==> config.mk <==
export PLATFORM = sky130hd
export DESIGN_NAME = uart_rx_fifo
export DESIGN_NICKNAME = d
export VERILOG_FILES = /design/src/rtl/uart_pkg.sv /design/src/rtl/sync_fifo.sv /design/src/rtl/uart_rx_fifo.sv
export SDC_FILE = /design/constraint.sdc
export NUM_CORES = 1
export LEC_CHECK = 0
export CORE_ASPECT_RATIO = 1.2
export CORE_UTILIZATION = 45
export CTS_CLUSTER_DIAMETER = 40
export DETAILED_ROUTE_END_ITERATION = 10
export HOLD_SLACK_MARGIN = 0.08
export PLACE_DENSITY = 0.69
export SYNTH_ARGS = -nofsm -noshare
export SYNTH_HDL_FRONTEND = slang
export SYNTH_SLANG_ARGS = --single-unit
==> constraint.sdc <==
create_clock -name clk -period 4.3 [get_ports clk]
set_input_delay 0.645 -clock clk [delete_from_list [all_inputs] [get_ports clk]]
set_output_delay 0.645 -clock clk [all_outputs]
set_load 0.005 [all_outputs]
==> src/rtl/uart_pkg.sv <==
// +----------------------------------------------------------------------+
// | uart_pkg : shared types, frame constants and baud divider helpers    |
// | Revision : 1.0                                                       |
// +----------------------------------------------------------------------+
`default_nettype none

package uart_pkg;

  typedef enum logic [2:0] {
    S_IDLE  = 3'd0,
    S_START = 3'd1,
    S_DATA  = 3'd2,
    S_STOP  = 3'd3,
    S_BRK   = 3'd4
  } rx_state_t;

  localparam int c_data_bits = 8;
  localparam int c_stop_bits = 1;

  // Bit period in clock cycles, rounded to nearest.
  function automatic int calc_div(input int clk_hz, input int baud);
    return (clk_hz + baud / 2) / baud;
  endfunction

  function automatic int calc_half(input int div);
    return div / 2;
  endfunction

endpackage

`default_nettype wire

==> src/rtl/sync_fifo.sv <==
// +----------------------------------------------------------------------+
// | sync_fifo : first-word-fall-through FIFO, push+pop allowed when full |
// | Revision  : 1.0                                                      |
// +----------------------------------------------------------------------+
`default_nettype none

module sync_fifo #(
  parameter int AW = 4,
  parameter int W  = 8
) (
  input  logic          clk,
  input  logic          rst,
  input  logic          i_push,
  input  logic          i_pop,
  input  logic [W-1:0]  i_data,
  output logic [W-1:0]  o_data,
  output logic          o_empty,
  output logic          o_full,
  output logic [AW:0]   o_count,
  output logic          o_overrun
);

  localparam logic [AW:0] c_depth = {1'b1, {AW{1'b0}}};

  logic [W-1:0]  r_mem [2**AW];
  logic [AW-1:0] r_wp;
  logic [AW-1:0] r_rp;
  logic [AW:0]   r_count;
  logic          r_ovr;

  logic w_empty;
  logic w_full;
  logic w_pop;
  logic w_wr;

  assign w_empty = (r_count == '0);
  assign w_full  = (r_count == c_depth);
  assign w_pop   = i_pop && !w_empty;
  // On full, a same-cycle pop frees the slot the write pointer aliases.
  assign w_wr    = i_push && (!w_full || w_pop);

  always_ff @(posedge clk or posedge rst) begin
    if (rst) begin
      r_wp    <= '0;
      r_rp    <= '0;
      r_count <= '0;
      r_ovr   <= 1'b0;
    end else begin
      if (w_wr)  r_wp <= r_wp + 1'b1;
      if (w_pop) r_rp <= r_rp + 1'b1;
      r_ovr <= i_push && w_full && !w_pop;
      case ({w_wr, w_pop})
        2'b10:   r_count <= r_count + 1'b1;
        2'b01:   r_count <= r_count - 1'b1;
        default: r_count <= r_count;
      endcase
    end
  end

  always_ff @(posedge clk) begin
    if (w_wr) r_mem[r_wp] <= i_data;
  end

  assign o_data    = w_empty ? '0 : r_mem[r_rp];
  assign o_empty   = w_empty;
  assign o_full    = w_full;
  assign o_count   = r_count;
  assign o_overrun = r_ovr;

endmodule

`default_nettype wire

==> src/rtl/uart_rx_fifo.sv <==
// +----------------------------------------------------------------------+
// | uart_rx_fifo : 8N1 UART receiver feeding a FWFT byte FIFO            |
// | Option macro : UART_RX_MAJORITY_EN (2-of-3 majority bit sampling)    |
// | Revision     : 1.0                                                   |
// +----------------------------------------------------------------------+
`default_nettype none

module uart_rx_fifo #(
  parameter int CLK_HZ = 50_000_000,
  parameter int BAUD   = 115200,
  parameter int AW     = 4
) (
  input  logic        clk,
  input  logic        rst,
  input  logic        uart_rx_i,
  input  logic        rd_en_i,
  output logic [7:0]  data_o,
  output logic        empty_o,
  output logic        full_o,
  output logic [AW:0] count_o,
  output logic        frame_err_o,
  output logic        overrun_o
);

  import uart_pkg::*;

  localparam int c_div  = calc_div(CLK_HZ, BAUD);
  localparam int c_half = calc_half(c_div);
  localparam int c_cw   = $clog2(c_div);
  localparam int c_iw   = $clog2(c_data_bits);
`ifdef UART_RX_MAJORITY_EN
  localparam int c_skew = 1;
`else
  localparam int c_skew = 0;
`endif
  localparam logic [c_cw-1:0] c_start_last = c_cw'(c_half - 1 + c_skew);
  localparam logic [c_cw-1:0] c_bit_last   = c_cw'(c_div - 1);
  localparam logic [c_iw-1:0] c_idx_last   = c_iw'(c_data_bits - 1);

  rx_state_t              r_state;
  rx_state_t              w_state_nxt;
  logic [1:0]             r_sync;
  logic [c_cw-1:0]        r_cnt;
  logic [c_iw-1:0]        r_idx;
  logic [c_data_bits-1:0] r_shift;
  logic                   r_push;
  logic                   r_ferr;

  logic w_rxs;
  logic w_bit;
  logic w_tick_start;
  logic w_tick_bit;
  logic w_cnt_clr;
  logic w_shift_en;
  logic w_push;
  logic w_ferr;

  always_ff @(posedge clk or posedge rst) begin
    if (rst) r_sync <= 2'b11;
    else     r_sync <= {r_sync[0], uart_rx_i};
  end
  assign w_rxs = r_sync[1];

`ifdef UART_RX_MAJORITY_EN
  // Decision lands one cycle late so the sample after the instant is visible.
  logic [1:0] r_hist;
  always_ff @(posedge clk or posedge rst) begin
    if (rst) r_hist <= 2'b11;
    else     r_hist <= {r_hist[0], w_rxs};
  end
  assign w_bit = (r_hist[1] & r_hist[0]) | (r_hist[1] & w_rxs) | (r_hist[0] & w_rxs);
`else
  assign w_bit = w_rxs;
`endif

  assign w_tick_start = (r_cnt == c_start_last);
  assign w_tick_bit   = (r_cnt == c_bit_last);

  always_ff @(posedge clk or posedge rst) begin
    if (rst) r_state <= S_IDLE;
    else     r_state <= w_state_nxt;
  end

  always_comb begin
    w_state_nxt = r_state;
    w_cnt_clr   = 1'b0;
    w_shift_en  = 1'b0;
    w_push      = 1'b0;
    w_ferr      = 1'b0;
    case (r_state)
      S_IDLE: begin
        if (!w_rxs) begin
          w_state_nxt = S_START;
          w_cnt_clr   = 1'b1;
        end
      end
      S_START: begin
        if (w_tick_start) begin
          w_cnt_clr   = 1'b1;
          w_state_nxt = w_bit ? S_IDLE : S_DATA;
        end
      end
      S_DATA: begin
        if (w_tick_bit) begin
          w_cnt_clr  = 1'b1;
          w_shift_en = 1'b1;
          if (r_idx == c_idx_last) w_state_nxt = S_STOP;
        end
      end
      S_STOP: begin
        if (w_tick_bit) begin
          w_cnt_clr = 1'b1;
          if (w_bit) begin
            w_push      = 1'b1;
            w_state_nxt = S_IDLE;
          end else begin
            w_ferr      = 1'b1;
            w_state_nxt = S_BRK;
          end
        end
      end
      S_BRK: begin
        if (w_rxs) w_state_nxt = S_IDLE;
      end
      default: w_state_nxt = S_IDLE;
    endcase
  end

  always_ff @(posedge clk or posedge rst) begin
    if (rst) begin
      r_cnt   <= '0;
      r_idx   <= '0;
      r_shift <= '0;
      r_push  <= 1'b0;
      r_ferr  <= 1'b0;
    end else begin
      if (w_cnt_clr)
        r_cnt <= '0;
      else if (r_state != S_IDLE && r_state != S_BRK)
        r_cnt <= r_cnt + 1'b1;
      if (r_state == S_START)
        r_idx <= '0;
      else if (w_shift_en)
        r_idx <= r_idx + 1'b1;
      if (w_shift_en)
        r_shift <= {w_bit, r_shift[c_data_bits-1:1]};
      r_push <= w_push;
      r_ferr <= w_ferr;
    end
  end

  assign frame_err_o = r_ferr;

  sync_fifo #(
    .AW (AW),
    .W  (c_data_bits)
  ) u_fifo (
    .clk       (clk),
    .rst       (rst),
    .i_push    (r_push),
    .i_pop     (rd_en_i),
    .i_data    (r_shift),
    .o_data    (data_o),
    .o_empty   (empty_o),
    .o_full    (full_o),
    .o_count   (count_o),
    .o_overrun (overrun_o)
  );

endmodule

`default_nettype wire

==> results.md, run 1 <==
* Status: completed
* Root Driver: clkbuf_16
* Grt total ovfl at 0
* RSZ-0062 raised after global routing: no
* Drt drc at 0
* Kind of critical path: register to output port
* CTS tree: yes
* Post-synth EDFFs at 128
* TritonRoute pass-1 iters at 5
* Clk slew on worst S/H paths at 60 ps
* DR vias/cell at 5.54
* Synth cell types at 51
* Clk_skew at 10.9 ps
* Crit path DAT at 2890 ps
* Hold Path Class: register to register
* Power per cell area at 506 nW/µm²
* Die X at 117 µm
* Placer Congestion at 0.831
* Slowest stage delay, CP at 800 ps
* Die height at 140 µm
* Final setup vio count at 0
* CTS Sinks at 169
* Avg Inst Size Synth at 16.6 µm²
* Largest net degree at the start of global routing at 42
* DRT antenna net count at 0
* Gr usage total at 18.1%
* Mapped Area at 7130 µm²
* Vias at 3742
* Final Power at 4.14 mW
* CTS Buf Count at 17
* Syn Inst Count at 429
* LEAKAGE at 3.21 nW
* Commonest cells after routing, fill and taps aside: 128 x edfxtp_1, 38 x dfrtp_1, 32 x mux4_2, 30 x nor2_1, 22 x nand2_1
* Count of warnings emitted by yosys at 0
* First-pass GRT wire length at 21200 µm
* Sequential share of the synthesized area at 68.3%
* Final period util at 82.1%
* Syn nets at 445
* Final slew viol count at 0
* Min cycle time layout at 3530 ps
* IO Pins at 21
* Drt total wl at 13200 µm
* Nets at 472
* WL per Instance at 19.6 µm
* DIE AREA at 16400 µm²
* Rel. slew slack at 33.2%
* Worst slew pin tran at 1000 ps
* Placement Cell Area at 7570 µm²
* Vias in the first global route at 3885
* Setup_tns at 0 ps
* Layout cells sized above 1 at 19.4%
* Async set-reset flop share out of synthesis at 24.3%
* Fmax at 283 MHz
* Finished Cell Area at 8180 µm²
* Area growth from synthesis to layout at 14.7%
* Number of synthesized register bits at 169
* Iteration-0 DRC count of the detailed router at 200
* IO Port Bufs at 20
* CP startpoint kind: register
* H-tree levels at 4
* Worst Path Max Fanout at 21
* Setup bufs post-CTS at 0
* Core outline area at 15500 µm²
* Dpl hpwl at 8950 µm
* Row cnt at 50
* Antenna violations before repair at 0
* Commonest non-fill, non-tap cell in the layout: edfxtp_1
* Starting Density at 46.0%
* Critical Path Slowest Stage Cell: dfrtp_2
* # resized after CTS at 0
* CTS Hold Bufs at 0
* MaxCap Viol Count at 0
* Max clock buf depth at 2
* Ant diodes at 0
* Top_reg_cell synth: edfxtp_1
* CP cell instances: buf_4 -> mux4_2 -> mux2i_1 -> o22ai_1 -> clkdlybuf4s50_1
* Worst EP required at 3650 ps
* Max VDD drop at 0.000276 V
* Clock latency on the worst-skew pair at 430 ps
* Final Hold Fails at 0
* Crit. End Element: output port
-- state kept, by name, summed over array words and instances (netlist names) --
register and count:
u_fifo.o_overrun 1, u_fifo.r_wp 4, u_fifo.r_rp 4, u_fifo.r_mem 128
r_cnt 9, r_shift 8, u_fifo.o_count 5, r_push 1
frame_err_o 1, r_idx 3, r_sync 2, r_state 3
-- kinds of logic after synthesis --
kind of cell	share of synthesized area, %
buffers and inverters	1.84
adder cells (fa/ha/maj)	2.11
AND/OR/NAND/NOR	6.14
multiplexers	14.6
flip-flops	68.3
XOR/XNOR	2.21
AO/OA/AOI/OAI	4.74
-- through the flow --
stage / cells / hold slack, ps / setup slack (ps) / utilization, %
floorplan: 429 / 345 / 1740 / -
global placement: 645 / 347 / 1170 / 48.8
detailed placement: 645 / 347 / 1110 / 48.8
CTS: 676 / 356 / 691 / 52.7
global route: 676 / 356 / 586 / 52.7
finish: 676 / 355 / 768 / 52.7
-- metal layers --
metal / global-route usage (%) / up-vias / wire [µm]
li1: - / 1723 / -
met1: 21.4 / 1891 / 5280
met2: 30.6 / 102 / 6980
met3: 4.89 / 26 / 655
met4: 8.13 / 0 / 302
met5: 0 / - / 0
-- layout make-up --
cell class / instances / area, µm²
Timing Repair Buffer: 29 / 268
Inverter: 12 / 45.0
Multi-Input combinational cell: 227 / 2130
Tap cell: 208 / 260
Fill cell: 1268 / 7330
Sequential cell: 169 / 4870
Clock inverter: 12 / 175
Clock buffer: 19 / 433
-- final timing paths --
kind,slack (ps),end,from,cells after the start
worst max-delay path,770,data_o[5],u_fifo.r_rp[0],5
worst min-delay path,360,r_sync[1],r_sync[0],0
worst max register to register,1410,u_fifo.o_count[4],u_fifo.o_count[1],10
worst min register to register,360,r_sync[1],r_sync[0],0
max in group asynchronous,3270,u_fifo.r_rp[0],rst,3
min in group asynchronous,650,u_fifo.o_count[2],rst,3
-- power breakdown --
part / total, mW / internal [mW] / switching [mW] / leakage [nW]
Combinational: 0.594 / 0.340 / 0.254 / 0.898
Sequential: 1.99 / 1.78 / 0.209 / 2.02
Clock: 1.55 / 0.966 / 0.587 / 0.291
-- cells in the mapped netlist (all sizes together), types with 2 or more instances --
library cell,number,area share [%]
a211oi,6,0.63
a21o,2,0.21
a21oi,7,0.49
a2bb2oi,2,0.25
a31oi,2,0.26
and4b,2,0.28
buf,12,0.74
clkbuf,9,0.47
dfrtp,39,14
dfstp,2,0.74
edfxtp,128,54
ha,12,2.1
inv,12,0.63
mux2,10,1.6
mux2i,21,2.9
mux4,32,10
nand2,22,1.2
nand2b,6,0.53
nand3,2,0.21
nand4,2,0.18
nor2,31,1.7
nor3,10,0.70
nor4,2,0.39
o2111ai,2,0.25
o211ai,2,0.21
o21ai,7,0.49
o22ai,9,0.79
o31ai,3,0.39
xnor2,14,1.7
xor2,4,0.49
-- critical path, delay by kind of cell (launching register included) --
| kind | cells | cell delay [ps] |
|---|---|---|
| buf+inv | 2 | 790 |
| mux | 2 | 740 |
| compound gates | 1 | 110 |
| flops | 1 | 800 |
No activity file was read; power rests on OpenSTA's default activity.
==> inputs of run 2 (changes only) <==
==> constraint.sdc (replaced) <==
create_clock -name clk -period 3.6 [get_ports clk]
set_input_delay 0.54 -clock clk [delete_from_list [all_inputs] [get_ports clk]]
set_output_delay 0.54 -clock clk [all_outputs]
set_load 0.005 [all_outputs]
==> run 2 against run 1 <==
Worst hold slack improved by 7.2 ps. Count of clock-buffer cells in the layout unchanged. Final cell count up 0.74%. First-iteration DRC count increased by 16%. Non-clock buffer count grew 4. Clock power grew 10%. Critical path depth is the same. Flip-flop and latch count unchanged. Utilization barely moved. Routed wire length is 3.1% higher. Setup slack got worse by 490 ps. Critical path type unchanged.
==> results.md, run 2 (synthesis results as in run 1) <==
* Ant diodes at 0
* Kind of critical path: register to output port
* Clk_skew at 6.16 ps
* Grt total ovfl at 0
* Row cnt at 50
* Vias in the first global route at 4028
* Max clock buf depth at 2
* Worst EP required at 3060 ps
* Commonest cells after routing, fill and taps aside: 128 x edfxtp_1, 38 x dfrtp_1, 32 x mux4_2, 30 x nor2_1, 22 x nand2_1
* CP cell instances: nor4_4 -> nand2_1 -> nand2b_1 -> o22ai_1 -> clkdlybuf4s50_1
* Gr usage total at 18.9%
* Setup bufs post-CTS at 0
* First-pass GRT wire length at 22200 µm
* Final setup vio count at 0
* Final Hold Fails at 0
* Clock latency on the worst-skew pair at 420 ps
* Final core occ at 52.7%
* Crit. End Element: output port
* Setup_tns at 0 ps
* Largest net degree at the start of global routing at 34
* Hold_sp: r_sync[0]
* Status: completed
* Final hold slack at 362 ps
* DIE AREA at 16400 µm²
* Vias at 3788
* Layout cells sized above 1 at 19.7%
* Worst slew pin tran at 846 ps
* IO Pins at 21
* RSZ-0062 raised after global routing: no
* Placer Congestion at 0.784
* Min cycle time layout at 3320 ps
* Power per cell area at 589 nW/µm²
* Critical Path Slowest Stage Cell: nor4_4
* Top flop regs: u_fifo.r_mem x128, r_cnt x9, r_shift x8
* WL per Instance at 20.0 µm
* Drt total wl at 13600 µm
* Drt drc at 0
* CTS Buf Count at 17
* # resized after CTS at 0
* H-tree levels at 4
* Max VDD drop at 0.000288 V
* Dpl hpwl at 8990 µm
* Starting Density at 46.0%
* Core outline area at 15500 µm²
* Crit path from: u_fifo.o_count[1]
* Rel. slew slack at 43.3%
* Placement Cell Area at 7620 µm²
* Nets at 476
* Final Power at 4.82 mW
* Antenna violations before repair at 0
* Hold Path Class: register to register
* Slowest stage delay, CP at 550 ps
* Area growth from synthesis to layout at 14.7%
* CP endpoint: data_o[4]
* Root Driver: clkbuf_16
* Worst Path Max Fanout at 12
* FF-to-FF setup slack at 750 ps
* Max FFs per register at 128
* DR vias/cell at 5.56
* CTS Hold Bufs at 0
* RR Endpoint: u_fifo.o_count[4]
* Clk slew on worst S/H paths at 60 ps
* MaxCap Viol Count at 0
* TritonRoute pass-1 iters at 4
* Crit path DAT at 2780 ps
* R2R depth at 10
* Commonest non-fill, non-tap cell in the layout: edfxtp_1
* Final slew viol count at 0
* CTS Sinks at 169
* Worst reg2reg startpoint: u_fifo.o_count[1]
* Iteration-0 DRC count of the detailed router at 231
* IO Port Bufs at 20
* DRT antenna net count at 0
* Finished Cell Area at 8180 µm²
* Fmax at 301 MHz
* Die X at 117 µm
* Most flops, register: u_fifo.r_mem
* CTS tree: yes
* LEAKAGE at 3.21 nW
* Die height at 140 µm
* CP startpoint kind: register
* Final period util at 92.2%
## run 2: changes by cell type in the layout (fill, tap and decap cells not counted)
cell | before | now
buf_4 | 9 | 12
clkinvlp_4 | 2 | 3
bufinv_16 | 4 | 2
clkinv_2 | 2 | 1
clkinv_1 | 2 | 5
buf_12 | 0 | 1
## run 2: final cells by class
class	instances	area, µm²
clock buffer	19	433
clock inverter	13	129
fill	1298	7340
inverter	12	45.0
multi-input combinational	227	2130
sequential	169	4870
tap	208	260
timing repair buffer	33	310
## run 2: through the flow
stage | setup slack [ps] | cells
final | 281 | 681
after global routing | 126 | 681
after CTS | 253 | 681
after detailed placement | 534 | 649
after global placement | 685 | 649
after floorplan | 1100 | 429
## run 2: worst min path at each step
stage | endpoint | depth (start not counted)
final | r_sync[1] | 0
after global routing | r_sync[1] | 0
after CTS | r_sync[1] | 0
after detailed placement | r_sync[1] | 0
after global placement | r_sync[1] | 0
after floorplan | r_sync[1] | 0
## run 2: metal layers
layer | track usage [%] | share of wire [%] | vias to the layer above
met1 | 23.6 | 40 | 1952
li1 | - | - | 1732
met3 | 3.55 | 4.5 | 17
met2 | 32.3 | 53 | 87
met4 | 7.46 | 1.8 | 0
met5 | 0 | 0 | -
## run 2: where the power goes
part | switching, mW | internal [mW] | leakage (nW)
Clock | 0.700 | 1.01 | 0.264
Sequential | 0.101 | 2.13 | 2.02
Combinational | 0.460 | 0.410 | 0.925
## run 2: critical path, delay by kind of cell (launching register included)
kind	cells	cell delay [ps]
and+or+nand+nor	3	1200
DFF	1	520
buffers and inverters	1	470
AOI/OAI and AO/OA	1	160
==> inputs of run 3 (changes only) <==
--- a/config.mk
+++ b/config.mk
@@ -5,6 +5,7 @@
 export SDC_FILE = /design/constraint.sdc
 export NUM_CORES = 1
 export LEC_CHECK = 0
+export ABC_AREA = 1
 export CORE_ASPECT_RATIO = 1.2
 export CORE_UTILIZATION = 45
 export CTS_CLUSTER_DIAMETER = 40
==> run 3 against run 2 <==
Synthesized cell count is 46% higher. Critical path depth is 1 higher. Via count is 27% higher. Register-to-register slack better by 570 ps. Area after synthesis is 0.70% higher. Clock skew is 2.0 ps higher. Clock power is 3% higher. Combinational power is 110% higher. Sequential power is 2% lower. Sequential share of layout area is 0.34 points lower. Utilization is 0.077 points higher. Largest power group unchanged.
==> results.md, run 3 <==
* Crit. End Element: output port
* Async set-reset flop share out of synthesis at 24.3%
* DR vias/cell at 5.51
* IO Port Bufs at 20
* Clk slew on worst S/H paths at 60 ps
* Drt drc at 0
* CTS Hold Bufs at 0
* Mapped Area at 7180 µm²
* Most flops, register: u_fifo.r_mem
* Finished Cell Area at 8220 µm²
* Final core occ at 52.8%
* Status: completed
* Final Hold Fails at 0
* Vias at 4827
* Final setup vio count at 0
* CTS Buf Count at 17
* # resized after CTS at 0
* WL per Instance at 17.5 µm
* Hold Path Class: register to register
* Count of warnings emitted by yosys at 0
* First-pass GRT wire length at 24700 µm
* Worst Path Max Fanout at 18
* Sequential share of the synthesized area at 67.9%
* Root Driver: clkbuf_16
* Iteration-0 DRC count of the detailed router at 421
* DRT antenna net count at 0
* Final Power at 5.80 mW
* Met1 GRT Util at 24.4%
* Placement Cell Area at 7650 µm²
* Synth top area cells: edfxtp_1 54%, dfrtp_1 14%, nor2_1 6.1%
* Layout cells sized above 1 at 9.28%
* Most Crowded Layer GR: met2
* Gr usage total at 19.8%
* Kind of critical path: register to output port
* Clk_skew at 8.11 ps
* Power per cell area at 705 nW/µm²
* IO Pins at 21
* Worst reg2reg startpoint: u_fifo.o_count[0]
* Setup bufs post-CTS at 0
* Row cnt at 50
* Syn Inst Count at 627
* Max clock buf depth at 2
* Met2 Usage GRT at 33.8%
* Hold_sp: r_sync[0]
* Nets at 671
* Fill cells at 1310
* Placer Congestion at 0.912
* Fraction of post-synthesis cell area in the top cell type by area at 53.5%
* Area leader, netlist: edfxtp_1
* Dpl hpwl at 10300 µm
* CTS tree: yes
* Core outline area at 15600 µm²
* Commonest non-fill, non-tap cell in the layout: edfxtp_1
* Die X at 117 µm
* Met3 global-route usage at 4.40%
* Synth cell types at 37
* Ant diodes at 0
* Min cycle time layout at 3240 ps
* FF-to-FF setup slack at 1320 ps
* LEAKAGE at 3.40 nW
* DIE AREA at 16500 µm²
* Most common cell in the netlist: edfxtp_1
* Top_reg_cell synth: edfxtp_1
* Max FFs per register at 128
* Number of synthesized register bits at 169
* Die height at 140 µm
* Final hold slack at 355 ps
* R2R depth at 8
* Worst EP required at 3060 ps
* RR Endpoint: u_fifo.r_mem[14][3]
* Drt total wl at 15300 µm
* TritonRoute pass-1 iters at 5
* Worst slew pin tran at 766 ps
* Area growth from synthesis to layout at 14.5%
* Rel. slew slack at 49.0%
* Max VDD drop at 0.000408 V
* MaxCap Viol Count at 0
* Crit path DAT at 2700 ps
* WHS Endpoint: r_sync[1]
* Syn nets at 643
* CTS Sinks at 169
* CP startpoint kind: register
* Setup_tns at 0 ps
* Final slew viol count at 0
* Hold Crit Depth at 0
* Largest net degree at the start of global routing at 42
* Clock latency on the worst-skew pair at 430 ps
* Top flop regs: u_fifo.r_mem x128, r_cnt x9, r_shift x8
* Most frequent cells after synthesis: 128 x edfxtp_1, 116 x nor2_1, 73 x o21ai_0
* Avg Inst Size Synth at 11.5 µm²
* H-tree levels at 4
* RSZ-0062 raised after global routing: no
* Commonest cells after routing, fill and taps aside: 128 x edfxtp_1, 116 x nor2_1, 73 x o21ai_0, 69 x nand2_1, 39 x dfrtp_1
* Grt total ovfl at 0
* Vias in the first global route at 4707
* Starting Density at 46.1%
* Post-synth EDFFs at 128
* Antenna violations before repair at 0
* Final period util at 90.1%
* Fmax at 308 MHz
-- run 3: worst max-delay path: stages (launching register included) --
cell	delay [ps]
dfrtp_1	330
buf_4	230
clkinv_1	530
o221ai_1	260
nand3_1	150
a21oi_1	230
clkdlybuf4s50_1	540
-- run 3: cell families after synthesis --
family | count (synthesis) | share of synthesized area (%)
buf+inv | 67 | 3.85
flops | 169 | 67.9
xor+xnor | 14 | 1.71
simple gates | 239 | 14.3
fa+ha+maj | 12 | 2.09
compound gates | 126 | 10.2
-- run 3: layer usage --
layer	part of all wire (%)	routed length [µm]
met5	0	0
met4	1.9	292
met1	42	6440
met2	50	7750
met3	5.6	866
-- run 3: per-stage QoR --
stage,std cells,setup slack [ps]
after CTS,876,369
after global placement,844,895
after detailed placement,844,831
after global routing,876,213
after floorplan,627,1710
final,876,358
-- run 3: where the power goes --
group          internal (mW)  switching [mW]
combinational          0.741            1.11
clock                   1.02           0.738
sequential              2.13          0.0569
-- run 3: final cells by class --
cell class                      instances  area [µm²]  area share (%)
Clock buffer                           17         425            5.17
Multi-Input combinational cell        391        2030            24.7
Clock inverter                         15         151            1.84
Tap cell                              208         260            3.16
Timing Repair Buffer                   35         325            3.96
Sequential cell                       169        4870            59.3
Inverter                               41         156            1.90
-- run 3: worst max-delay path by stage --
stage	from	slack [ps]	to	cells after the start
finish	u_fifo.r_rp[2]	360	data_o[6]	6
global route	u_fifo.r_rp[2]	210	data_o[6]	6
CTS	u_fifo.r_rp[2]	370	data_o[6]	6
detailed placement	u_fifo.r_rp[2]	830	data_o[6]	6
global placement	u_fifo.r_rp[2]	890	data_o[6]	6
floorplan	u_fifo.r_rp[0]	1710	data_o[0]	8
